**config.mk**
```make
export PLATFORM = sky130hd
export DESIGN_NAME = rgb_pwm_driver_flat
export DESIGN_NICKNAME = d
export VERILOG_FILES = /design/src/rtl/rgb_pwm_driver_if.sv /design/src/rtl/rgb_pwm_driver.sv /design/src/flat_wrapper.sv
export SDC_FILE = /design/constraint.sdc
export NUM_CORES = 1
export LEC_CHECK = 0
export ABC_AREA = 0
export ABC_CLOCK_PERIOD_IN_PS = 3400
export CAP_MARGIN = 20
export CORE_AREA = 2 2 84 86
export CTS_BUF_LIST = sky130_fd_sc_hd__clkbuf_4 sky130_fd_sc_hd__clkbuf_8
export DETAILED_ROUTE_END_ITERATION = 7
export DIE_AREA = 0 0 86 88
export GPL_TIMING_DRIVEN = 0
export PLACE_DENSITY = 0.77
export SETUP_SLACK_MARGIN = 0.4
export SLEW_MARGIN = 20
export SYNTH_ARGS = -nofsm -noshare
export SYNTH_HDL_FRONTEND = slang
export SYNTH_SLANG_ARGS = --single-unit
```
**constraint.sdc**
```tcl
create_clock -name clk -period 3.4 [get_ports clk]
set_input_delay 0.68 -clock clk [delete_from_list [all_inputs] [get_ports clk]]
set_output_delay 0.68 -clock clk [all_outputs]
set_load 0.01 [all_outputs]
```
**src/rtl/rgb_pwm_driver_if.sv**
```systemverilog
// Fade-generator to PWM-driver link: commanded duty word plus colour select.
interface rgb_pwm_driver_if #(
  parameter int unsigned VAL_W = 11
) ();

  logic [VAL_W-1:0] pwm_value;
  logic [1:0]       state;

  // Fade generator drives the duty and the channel it applies to
  modport master (
    output pwm_value,
    output state
  );

  // PWM driver consumes both every cycle
  modport slave (
    input pwm_value,
    input state
  );

endinterface : rgb_pwm_driver_if

```
**src/rtl/rgb_pwm_driver.sv**
```systemverilog
// Three-channel period-aligned PWM driver for the board RGB LED.
// Each channel latches its last commanded duty into a hold register and
// only adopts it at a period boundary, so pulses are never cut short or
// stretched mid-period.
module rgb_pwm_driver #(
  parameter int unsigned PWM_INTERVAL = 1200,
  parameter bit          ACTIVE_LOW   = 1'b1
) (
  input  logic                   clk,
  input  logic                   rst,
  rgb_pwm_driver_if.slave        fade,
  output logic [2:0]             led,
  output logic                   period_start
);

  localparam int unsigned VAL_W  = $clog2(PWM_INTERVAL);
  localparam int unsigned CNT_W  = $clog2(PWM_INTERVAL);
  localparam int unsigned DUTY_W = VAL_W + 1;
  localparam int unsigned NCH    = 3;

  localparam logic [CNT_W-1:0]  CNT_LAST  = CNT_W'(PWM_INTERVAL - 1);
  localparam logic [DUTY_W-1:0] DUTY_FULL = DUTY_W'(PWM_INTERVAL);
  localparam logic [2:0]        LED_OFF   = {3{ACTIVE_LOW}};

  logic [CNT_W-1:0]             cnt_q, cnt_d;
  logic [NCH-1:0][DUTY_W-1:0]   hold_q, hold_d;
  logic [NCH-1:0][DUTY_W-1:0]   active_q, active_d;
  logic [2:0]                   led_q, led_d;
  logic                         period_start_q, period_start_d;

  logic                         wrap_c;
  logic [DUTY_W-1:0]            duty_raw_c;
  logic [DUTY_W-1:0]            duty_clamped_c;
  logic [2:0]                   on_c;

  // Clamp the incoming duty word to full scale
  always_comb begin
    duty_raw_c     = DUTY_W'(fade.pwm_value);
    duty_clamped_c = duty_raw_c;
    if (duty_raw_c > DUTY_FULL) begin
      duty_clamped_c = DUTY_FULL;
    end
  end

  // Next-state logic: counter, hold/shadow duties, registered pin drive
  always_comb begin
    cnt_d          = cnt_q;
    hold_d         = hold_q;
    active_d       = active_q;
    led_d          = led_q;
    period_start_d = period_start_q;
    on_c           = 3'b000;

    wrap_c = (cnt_q == CNT_LAST);

    if (wrap_c) begin
      cnt_d    = '0;
      // Shadow load sees the pre-edge hold value; a write on this edge waits a period
      active_d = hold_q;
    end else begin
      cnt_d = cnt_q + CNT_W'(1);
    end

    case (fade.state)
      2'd0:    hold_d[0] = duty_clamped_c;
      2'd1:    hold_d[1] = duty_clamped_c;
      2'd2:    hold_d[2] = duty_clamped_c;
      default: hold_d    = hold_q;
    endcase

    for (int c = 0; c < int'(NCH); c++) begin
      on_c[c] = (DUTY_W'(cnt_q) < active_q[c]);
    end

    led_d          = on_c ^ LED_OFF;
    period_start_d = (cnt_q == '0);
  end

  // State register with synchronous reset taking priority over every update
  always_ff @(posedge clk) begin
    if (rst) begin
      cnt_q          <= '0;
      hold_q         <= '0;
      active_q       <= '0;
      led_q          <= LED_OFF;
      period_start_q <= 1'b0;
    end else begin
      cnt_q          <= cnt_d;
      hold_q         <= hold_d;
      active_q       <= active_d;
      led_q          <= led_d;
      period_start_q <= period_start_d;
    end
  end

  assign led          = led_q;
  assign period_start = period_start_q;

endmodule : rgb_pwm_driver

```
**src/flat_wrapper.sv**
```systemverilog
// flat-port wrapper written by rule: the top's interface ports become plain ports
module rgb_pwm_driver_flat 
#(
  parameter int unsigned PWM_INTERVAL = 1200,
  parameter bit          ACTIVE_LOW   = 1'b1
)
  (clk, rst, led, period_start, fade_pwm_value, fade_state);
  rgb_pwm_driver_if #(.VAL_W(($clog2((1200))))) fade_i ();
  input  logic clk;
  input  logic rst;
  output logic [2:0] led;
  output logic period_start;
  input wire logic [$bits(fade_i.pwm_value)-1:0] fade_pwm_value;
  input wire logic [$bits(fade_i.state)-1:0] fade_state;
  assign fade_i.pwm_value = fade_pwm_value;
  assign fade_i.state = fade_state;
  rgb_pwm_driver #(.PWM_INTERVAL(PWM_INTERVAL), .ACTIVE_LOW(ACTIVE_LOW)) u_core (.clk(clk), .rst(rst), .fade(fade_i), .led(led), .period_start(period_start));
endmodule
```
# Word-level counts from Yosys, hierarchy flattened
# Index checks and enable logic that the tools add are counted.
# Widths: inputs -> output; s select.
# op_classes
n_bitwise	1
add_sub_neg	1
n_eq_ne	3
reduce_logical	3
magnitude_cmp	4
muxes	1
# op_table
op	n
$lt 11x12->1	3
$add 11x1->11 const B	1
$eq 11x11->1 const B	1
$gt 11x11->1 const B	1
$logic_not 11->1	1
$mux 11	1
$not 3->3	1
$eq 2x1->1 const B	1
$eq 2x2->1 const B	1
$logic_not 2->1	1
$reduce_or 2->1	1
# word_totals
in_bits	15
wordCells	22
reg_bits	87

# Depth between registers and ports, before layout
# Gate-level depths: netlist of the first run.
# depth
word_depth	2
depth_mapped	7

# Worst setup path after synthesis of the first run
# Ideal clock, no wire load.
# synth_timing
path_kind	input port to flip-flop
start	input fade_state[0]
end	register u_core.hold_q[9] in the netlist's numbering
n_path_buf	1
slack_ps	1779
stages	5
arrival_ps	1493
setup_time_ps	128
path_cell_list	or2_2 > clkbuf_1 > and2_0 > a31oi_1 > nor2_1
# synth_via
elab_chain_cells	1
# synth_rtl
item	line	text
start, declared	flat_wrapper.sv:14	input wire logic [$bits(fade_i.state)-1:0] fade_state;
$logic_not 2->1	rgb_pwm_driver.sv:64	case (fade.state)
end signal, assigned	rgb_pwm_driver.sv:89	hold_q <= hold_d;
end, declared	rgb_pwm_driver.sv:26	logic [NCH-1:0][DUTY_W-1:0] hold_q, hold_d;
# Every way passes these cells.
# A chain may end at the register's enable or synchronous reset.

# Worst setup path after layout of the first run
# layout_timing
start	input rst
end	register u_core.cnt_q[7]
# layout_via
elab_chain_cells	1
# layout_rtl
item	line	text
start, declared	flat_wrapper.sv:10	input logic rst;
$reduce_or 2->1 (no source line)	--	
end signal, assigned	rgb_pwm_driver.sv:88	cnt_q <= cnt_d;
end, declared	rgb_pwm_driver.sv:25	logic [CNT_W-1:0] cnt_q, cnt_d;
# Every way passes these cells.

==> results by group, run 1 <==
Outcome
  • Outcome: completed

Clock tree
  • Hold Buf Count CTS: 0
  • CTS tree: built
  • Setup Fix Bufs, Post-CTS: 0
  • H-tree levels: 3
  • Root Buffer: clkbuf_8
  • Clock Path Buffers: 2
  • Clk_lat worst skew: 350 ps
  • # resized after CTS: 0
  • Num Clock Sinks: 81
  • CTS clk-pin slew, worst paths: 80 ps
  • CTS buffer count: 9

Drt
  • DRT Wirelength: 9080 µm
  • Vias per cell: 5.73
  • Drt drc: 0
  • Detail Route Antenna Nets: 0
  • Initial drt markers: 170
  • DRT Pass-1 Iters: 5
  • DR vias: 3241
  • Wire per inst: 16.0 µm

GRT
  • Initial antenna violation count: 0
  • Vias in the first global route: 3189
  • GRT Residual Overflow: 0
  • Gr usage total: 25.8%
  • Largest net degree at the start of global routing: 14
  • Global-route wire length before repair: 15000 µm

Logic synthesis
  • Netlist cell types: 37
  • Largest cells by area after synthesis: dfxtp_1 (42%), ha_1 (10%), nand2_1 (6.9%)
  • Largest area contributor in the netlist: dfxtp_1
  • Mapped cell area: 3860 µm²
  • Register area share after synthesis: 42.0%
  • YS warnings: 0
  • Post-synthesis area per instance: 8.52 µm²
  • Syn_nets: 500
  • Number of synthesized register bits: 81
  • Top cell type's share of synthesized area: 42.0%
  • Post-Synthesis Cells: 453

Hold path
  • Hold path depth: 2
  • Hold WC Path Type: reg -> reg
  • HP Start: u_core.active_q[4]$_SDFFE_PP0N_
  • Worst Hold End: u_core.active_q[4]$_SDFFE_PP0N_

Final layout
  • FILL cells: 564
  • Finished Layout Cells: 566
  • Most common cell after layout, fill and taps aside: dfxtp_1
  • Area growth syn-to-layout: 13.5%
  • Most frequent cells in the layout: dfxtp_1 (81), nand2_1 (71), a21oi_1 (34)
  • Share of layout cells above drive strength 1: 9.26%
  • Ant diodes: 0
  • Net count, final: 529

STA
  • Count of pins over their slew limit: 0
  • Fin crit period: 2110 ps
  • Worst slew pin tran: 645 ps
  • Highest achievable clock rate: 473 MHz
  • Fin crit share: 62.2%
  • Setup TNS: 0 ps
  • # setup viols final: 0
  • Clk_skew: 11.7 ps
  • RSZ-0062 raised after global routing: false
  • Final Hold Viols: 0
  • Max_slew headroom: 56.9%

Power
  • Power Density: 454 nW/µm²
  • Worst vdd ir: 281 µV
  • Cell leakage power: 1.63 nW

Floorplan
  • Die W: 86 µm
  • Die Ht: 88 µm
  • Initial Util: 58.1%
  • Io pins: 19
  • Die Area: 7570 µm²
  • Core Area: 6640 µm²
  • Row count: 30

Critical path
  • Worst reg2reg path endpoint: u_core.active_q[20]$_SDFFE_PP0N_
  • Worst-path fanout max: 10
  • CP arrival: 2320 ps
  • Critical path endpoint category: register
  • R2R setup slack: 1390 ps
  • R2R cell count: 6
  • Critical setup path kind: in -> reg
  • CP Data Required Time: 3600 ps
  • Kind of start point of the critical path: input port
  • FF-to-FF Start: u_core.cnt_q[1]$_SDFF_PP0_

Placed design
  • Placed insts: 551
  • HPWL after detailed placement: 6580 µm
  • Port buffer count: 18
  • Final RePlAce weighted congestion: 0.890

Run
  • Max cap viols: 0
## worst max-delay path by stage
| stage | start | endpoint | slack (ps) |
|---|---|---|---|
| after floorplan | fade_state[0] | u_core.hold_q[9]$_SDFFE_PP0N_ | 1780 |
| after global routing | rst | u_core.cnt_q[6]$_SDFF_PP0_ | 1200 |
| after global placement | rst | u_core.active_q[21]$_SDFFE_PP0N_ | 1030 |
| after detailed placement | rst | u_core.cnt_q[6]$_SDFF_PP0_ | 990 |
| after CTS | rst | u_core.cnt_q[7]$_SDFF_PP0_ | 1330 |
| final | rst | u_core.cnt_q[7]$_SDFF_PP0_ | 1290 |
## logic make-up after synthesis
group / count (synthesis) / share of synthesized area [%]
simple gates: 178 / 22.9
xor+xnor: 8 / 1.82
buf+inv: 57 / 6.49
fa+ha+maj: 32 / 10.4
flops: 81 / 42.0
compound gates: 97 / 16.4
## stage by stage
| step | total power [mW] | area [µm²] | worst slack, ps | hold slack, ps | utilization (%) |
|---|---|---|---|---|---|
| after floorplan | 1.10 | 3860 | 1780 | 427 | - |
| after global placement | 1.16 | 4140 | 1030 | 436 | 62.3 |
| after detailed placement | 1.16 | 4140 | 987 | 444 | 62.3 |
| after CTS | 1.99 | 4380 | 1330 | 455 | 65.9 |
| after global routing | 2.05 | 4380 | 1200 | 474 | 65.9 |
| final | 1.99 | 4380 | 1290 | 455 | 65.9 |
## power breakdown
| part | leakage (nW) | switching, mW | internal [mW] |
|---|---|---|---|
| combinational | 0.848 | 0.0821 | 0.0651 |
| clock | 0.122 | 0.339 | 0.504 |
| sequential | 0.657 | 0.0237 | 0.974 |
| total | 1.63 | 0.445 | 1.54 |
## layout make-up
class / count / area (µm²) / area share (%)
timing repair buffer: 18 / 180 / 4.11
clock buffer: 10 / 138 / 3.14
inverter: 33 / 124 / 2.83
clock inverter: 5 / 104 / 2.37
multi-input combinational: 315 / 1990 / 45.3
sequential: 81 / 1620 / 37.0
buffer: 24 / 126 / 2.89
tap: 80 / 100 / 2.29
## cell usage after synthesis
| cell | n |
|---|---|
| ha_1 | 32 |
| o21ai_0 | 6 |
| a21o_1 | 7 |
| nor2b_1 | 4 |
| nor3b_1 | 1 |
| and2_0 | 2 |
| buf_4 | 1 |
| a211o_1 | 1 |
| a21oi_1 | 34 |
| nand3_1 | 8 |
| nor4_4 | 1 |
| nand4_1 | 5 |
| inv_1 | 33 |
| xnor2_1 | 2 |
| o211ai_1 | 1 |
| a31oi_1 | 9 |
| nor4b_1 | 1 |
| and2_1 | 7 |
| nor4_1 | 2 |
| nand2_1 | 71 |
| xor2_1 | 6 |
| nand2b_1 | 7 |
| a21oi_2 | 10 |
| o22a_1 | 1 |
| clkbuf_1 | 17 |
| nor2_1 | 28 |
| and3_1 | 3 |
| or2_2 | 2 |
| dfxtp_1 | 81 |
| nand2_2 | 10 |
| nor3_1 | 11 |
| nand3b_1 | 12 |
| buf_2 | 2 |
| and4_1 | 3 |
| a211oi_1 | 16 |
| o31ai_1 | 12 |
| buf_6 | 4 |
## worst max-delay path, stage by stage
cell and delay (ps):
clkdlybuf4s50_1 520, clkbuf_1 460, clkbuf_1 510, nor3_1 150
## layer usage
layer / track usage [%] / share of wire (%) / vias up
li1: - / - / 1619
met1: 32.3 / 44 / 1491
met2: 44.4 / 48 / 104
met3: 3.30 / 4.1 / 27
met4: 11.8 / 3.4 / 0
met5: 0 / 0 / -
## registers in the layout, indices dropped and copies added (netlist names)
signal / cells
u_core.period_start: 1
u_core.hold_q: 33
u_core.led: 3
u_core.cnt_q: 11
u_core.active_q: 33
Note: power is estimated with default switching activity, not from simulation.
==> run 2, diff against run 1 <==
ABC_CLOCK_PERIOD_IN_PS = 2200   (was 3400)
clock period = 2.2 ns   (was 3.4 ns; I/O delays follow)
==> results by group, run 2 (same netlist as run 1, synthesis figures left out) <==
Outcome
  • Outcome: completed

Drt
  • DRT Wirelength: 9180 µm
  • Drt drc: 0
  • DR vias: 3204
  • Vias per cell: 5.66
  • DRT Pass-1 Iters: 4
  • Wire per inst: 16.2 µm
  • Detail Route Antenna Nets: 0
  • Initial drt markers: 192

Critical path
  • Top cell by count, worst path: and3_1
  • Critical path cell sequence: ha_1 -> and3_1 -> and3_1 -> buf_4 -> buf_6 -> nand2_1 -> a21oi_1
  • Worst-path fanout max: 10
  • Critical setup path kind: reg -> reg
  • CP max stage delay: 450 ps
  • Kind of start point of the critical path: register
  • FF-to-FF Start: u_core.cnt_q[1]$_SDFF_PP0_
  • R2R cell count: 7
  • R2R setup slack: 460 ps
  • Worst path slowest cell: dfxtp_2
  • CP arrival: 2010 ps
  • Worst reg2reg path endpoint: u_core.active_q[8]$_SDFFE_PP0N_
  • Critical path endpoint category: register
  • CP Data Required Time: 2470 ps

GRT
  • Largest net degree at the start of global routing: 14
  • Gr usage total: 25.8%
  • Global-route wire length before repair: 15000 µm
  • GRT Residual Overflow: 0
  • Initial antenna violation count: 0
  • Vias in the first global route: 3188

Placed design
  • Final RePlAce weighted congestion: 0.890
  • HPWL after detailed placement: 6580 µm
  • Placed cell areas: 4140 µm²
  • Port buffer count: 18
  • Worst slack at placement: 27.0 ps

Hold path
  • HP Start: u_core.active_q[4]$_SDFFE_PP0N_
  • Hold WC Path Type: reg -> reg
  • Hold path depth: 2
  • Worst Hold End: u_core.active_q[4]$_SDFFE_PP0N_

Clock tree
  • CTS clk-pin slew, worst paths: 80 ps
  • H-tree levels: 3
  • Clk_lat worst skew: 350 ps
  • Root Buffer: clkbuf_8
  • Clock Path Buffers: 2
  • Setup Fix Bufs, Post-CTS: 0
  • Hold Buf Count CTS: 0
  • Num Clock Sinks: 81
  • CTS buffer count: 9
  • CTS tree: built

STA
  • Setup TNS: 0 ps
  • Count of pins over their slew limit: 0
  • Clk_skew: 12.4 ps
  • RSZ-0062 raised after global routing: true
  • Fin crit period: 1740 ps
  • Fin crit share: 79.2%
  • # setup viols final: 0
  • Highest achievable clock rate: 574 MHz
  • Final Hold Viols: 0
  • Worst slew pin tran: 660 ps
  • Max_slew headroom: 55.8%
  • Fin worst setup slack: 458 ps

Power
  • Pwr Total: 3.08 mW
  • Cell leakage power: 1.65 nW
  • Power Density: 701 nW/µm²
  • Worst vdd ir: 436 µV

Final layout
  • Register area: 1630 µm²
  • Final core occ: 66.2%
  • Design area: 4400 µm²
  • Net count, final: 529
  • Most frequent cells in the layout: dfxtp_1 (78), nand2_1 (71), a21oi_1 (34)
  • Most common cell after layout, fill and taps aside: dfxtp_1
  • Regs by FF count: u_core.active_q x33, u_core.hold_q x33, u_core.cnt_q x11
  • Multi-input gate area: 1990 µm²
  • Area growth syn-to-layout: 14.0%
  • Ant diodes: 0
  • Share of layout cells above drive strength 1: 11.7%
  • FILL cells: 563

Floorplan
  • Initial Util: 58.1%
  • Die W: 86 µm
  • Row count: 30
  • Core Area: 6640 µm²
  • Io pins: 19
  • Die Ht: 88 µm
  • Die Area: 7570 µm²

Run
  • Max cap viols: 0
run 2: cell counts in the layout (fill, tap and decap cells not counted):
Identical to the previous run, type by type.
run 2: timing repair:
item,CTS,global route
gates resized for setup,6,10
setup endpoints to repair,33,49
pin swaps,0,0
run 2: critical path: cells and delay by family (launching register included):
family / cells / cell delay [ps]
DFF: 1 / 450
adders and majority gates: 1 / 240
and+or+nand+nor: 3 / 490
buffers and inverters: 2 / 310
AOI/OAI and AO/OA: 1 / 160
run 2: layout make-up:
cell class | count | share of cell area [%]
Multi-Input combinational cell | 315 | 45.3
Sequential cell | 81 | 37.0
Timing Repair Buffer | 18 | 4.10
Clock buffer | 10 | 3.13
Buffer | 24 | 3.10
Inverter | 33 | 2.82
Clock inverter | 5 | 2.36
Tap cell | 80 | 2.28
run 2: worst max path at each step:
stage / cells past startpoint / end / slack, ps / startpoint
3_5_place_dp: 4 / u_core.cnt_q[6]$_SDFF_PP0_ / 30 / rst
2_1_floorplan: 6 / u_core.active_q[12]$_SDFFE_PP0N_ / 720 / u_core.cnt_q[0]$_SDFF_PP0_
3_3_place_gp: 4 / u_core.active_q[21]$_SDFFE_PP0N_ / 70 / rst
5_1_grt: 7 / u_core.active_q[32]$_SDFFE_PP0N_ / 380 / u_core.cnt_q[1]$_SDFF_PP0_
4_1_cts: 6 / u_core.active_q[24]$_SDFFE_PP0N_ / 410 / u_core.cnt_q[1]$_SDFF_PP0_
6_report: 7 / u_core.active_q[8]$_SDFFE_PP0N_ / 460 / u_core.cnt_q[1]$_SDFF_PP0_
run 2: per-stage QoR:
stage          hold WS (ps)  instances
3_5_place_dp            444        551
5_1_grt                 474        566
3_3_place_gp            436        551
4_1_cts                 455        566
2_1_floorplan           427        453
6_report                454        566
run 2: report_power, final:
group	switching, mW	leakage, nW	total (mW)	internal (mW)
clock	0.532	0.122	1.31	0.779
combinational	0.127	0.870	0.229	0.102
sequential	0.0359	0.658	1.54	1.51
run 2: metal layers:
metal	share of wire, %	GRT usage (%)	wire length (µm)	up-vias
met5	0	0	0	-
met4	3.1	11.8	281	0
met3	3.5	3.30	319	25
met2	48	44.4	4380	83
met1	46	32.2	4200	1480
li1	-	-	-	1616
==> run 3, diff against run 2 <==
ABC_CLOCK_PERIOD_IN_PS = 1600   (was 2200)
CORE_AREA = 2 2 86 88   (was 2 2 84 86)
DIE_AREA = 0 0 88 90   (was 0 0 86 88)
clock period = 1.6 ns   (was 2.2 ns; I/O delays follow)
==> results by group, run 3 (same netlist as run 1, synthesis figures left out) <==
Outcome
  • Outcome: completed

Floorplan
  • Die Ht: 90 µm
  • Die W: 88 µm
  • Initial Util: 54.9%
  • Io pins: 19
  • Row count: 31
  • Die Area: 7920 µm²
  • Core Area: 7020 µm²

Critical path
  • Buf+Inv Stages, Crit Path: 2
  • R2R setup slack: 70 ps
  • Critical path endpoint category: register
  • Worst path slowest cell: dfxtp_4
  • Critical setup path kind: reg -> reg
  • CP max stage delay: 370 ps
  • CP arrival: 1750 ps
  • Critical path cell sequence: nor4_4 -> buf_4 -> nand3_4 -> clkbuf_8 -> nand2_1 -> a21oi_1
  • Critical path's top delay family: simple AND/OR/NAND/NOR gates
  • CP Data Required Time: 1820 ps
  • Worst-path fanout max: 5
  • Kind of start point of the critical path: register

Clock tree
  • CTS tree: built
  • Num Clock Sinks: 81
  • H-tree levels: 3
  • CTS clk-pin slew, worst paths: 90 ps
  • Clock Path Buffers: 2
  • Clk_lat worst skew: 350 ps
  • Hold Buf Count CTS: 0
  • Root Buffer: clkbuf_8
  • CTS buffer count: 9

GRT
  • Initial antenna violation count: 0
  • Gr usage total: 27.0%
  • Global-route wire length before repair: 16500 µm
  • Vias in the first global route: 3397
  • GRT Residual Overflow: 0
  • Largest net degree at the start of global routing: 15

Drt
  • Drt drc: 0
  • Wire per inst: 17.4 µm
  • DRT Wirelength: 10600 µm
  • Initial drt markers: 218
  • Detail Route Antenna Nets: 0
  • DR vias: 3389
  • DRT Pass-1 Iters: 4
  • Vias per cell: 5.56

Hold path
  • Hold WC Path Type: in -> reg

STA
  • Fin crit period: 1530 ps
  • Final Hold Viols: 0
  • Fin crit share: 95.5%
  • RSZ-0062 raised after global routing: true
  • Count of pins over their slew limit: 0
  • Highest achievable clock rate: 654 MHz
  • # setup viols final: 0
  • Max_slew headroom: 69.0%
  • Fin worst setup slack: 71.7 ps
  • Clk_skew: 8.83 ps
  • Final hold slack: 293 ps
  • Worst slew pin tran: 465 ps

Final layout
  • Regs by FF count: u_core.active_q x33, u_core.hold_q x33, u_core.cnt_q x11
  • Final core occ: 73.6%
  • Design area: 5170 µm²
  • Net count, final: 552
  • FILL cells: 464
  • Most frequent cells in the layout: dfxtp_1 (68), nand2_1 (67), inv_1 (33)
  • Register area: 1670 µm²
  • Share of layout cells above drive strength 1: 32.9%
  • Area growth syn-to-layout: 34.0%
  • Most common cell after layout, fill and taps aside: dfxtp_1
  • Ant diodes: 0
  • Multi-input gate area: 2420 µm²

Placed design
  • HPWL after detailed placement: 6590 µm
  • Placed cell areas: 4290 µm²
  • Final RePlAce weighted congestion: 0.802
  • Worst slack at placement: -467 ps
  • Port buffer count: 18

Power
  • Pwr Total: 4.48 mW
  • Cell leakage power: 1.96 nW
  • Power Density: 867 nW/µm²
  • Worst vdd ir: 656 µV

Run
  • Max cap viols: 0
[run 3: cell types whose count changed in the layout (fill, tap and decap cells not counted), moves of 10 or more]
cell / delta
clkdlybuf4s50_1: -17
buf_4: +15
ha_4: +10
ha_1: -11
dfxtp_4: +11
dfxtp_1: -10
[run 3: path summary, 6_finish.rpt]
| kind | from | to | cells past startpoint |
|---|---|---|---|
| max reg2reg | u_core.cnt_q[4]$_SDFF_PP0_ | u_core.active_q[32]$_SDFFE_PP0N_ | 6 |
| max | u_core.cnt_q[4]$_SDFF_PP0_ | u_core.active_q[32]$_SDFFE_PP0N_ | 6 |
| min reg2reg | u_core.active_q[24]$_SDFFE_PP0N_ | u_core.active_q[24]$_SDFFE_PP0N_ | 2 |
| min | fade_pwm_value[10] | u_core.hold_q[34]$_SDFFE_PP0N_ | 3 |
[run 3: cell type report]
class	count	share of cell area (%)
tap	99	2.40
inverter	33	2.40
buffer	24	4.72
multi-input combinational	316	46.7
clock inverter	7	2.76
sequential	81	32.2
timing repair buffer	40	6.39
clock buffer	9	2.40
[run 3: worst min-delay path, delay by kind of cell]
family,cells,cell delay [ps]
buffers and inverters,1,140
AND/OR/NAND/NOR,1,80
AO/OA/AOI/OAI,1,50
[run 3: per-stage QoR]
stage / std cells / TNS (ps)
4_1_cts: 609 / 0
3_3_place_gp: 570 / -21280
3_5_place_dp: 570 / -22840
2_1_floorplan: 453 / 0
6_report: 609 / 0
5_1_grt: 609 / 0
[run 3: repair_timing]
| item | CTS | global route |
|---|---|---|
| hold endpoints to repair | 0 | 0 |
| cloned | 7 | 0 |
| buffers inserted | 16 | 0 |
| endpoints found under the setup margin | 85 | 77 |
| resized for setup | 110 | 62 |
| pin swaps | 23 | 19 |
[run 3: report_power, final]
part	internal, mW	total (mW)	switching, mW
combinational	0.187	0.422	0.235
sequential	2.05	2.10	0.0425
clock	1.20	1.96	0.766
total	3.44	4.48	1.04
[run 3: layer usage]
layer / up-vias / global-route usage, % / share of wire (%)
li1: 1668 / - / -
met1: 1559 / 34.8 / 42
met2: 125 / 41.9 / 47
met3: 37 / 4.96 / 6.2
met4: 0 / 15.4 / 4.8
met5: - / 0 / 0
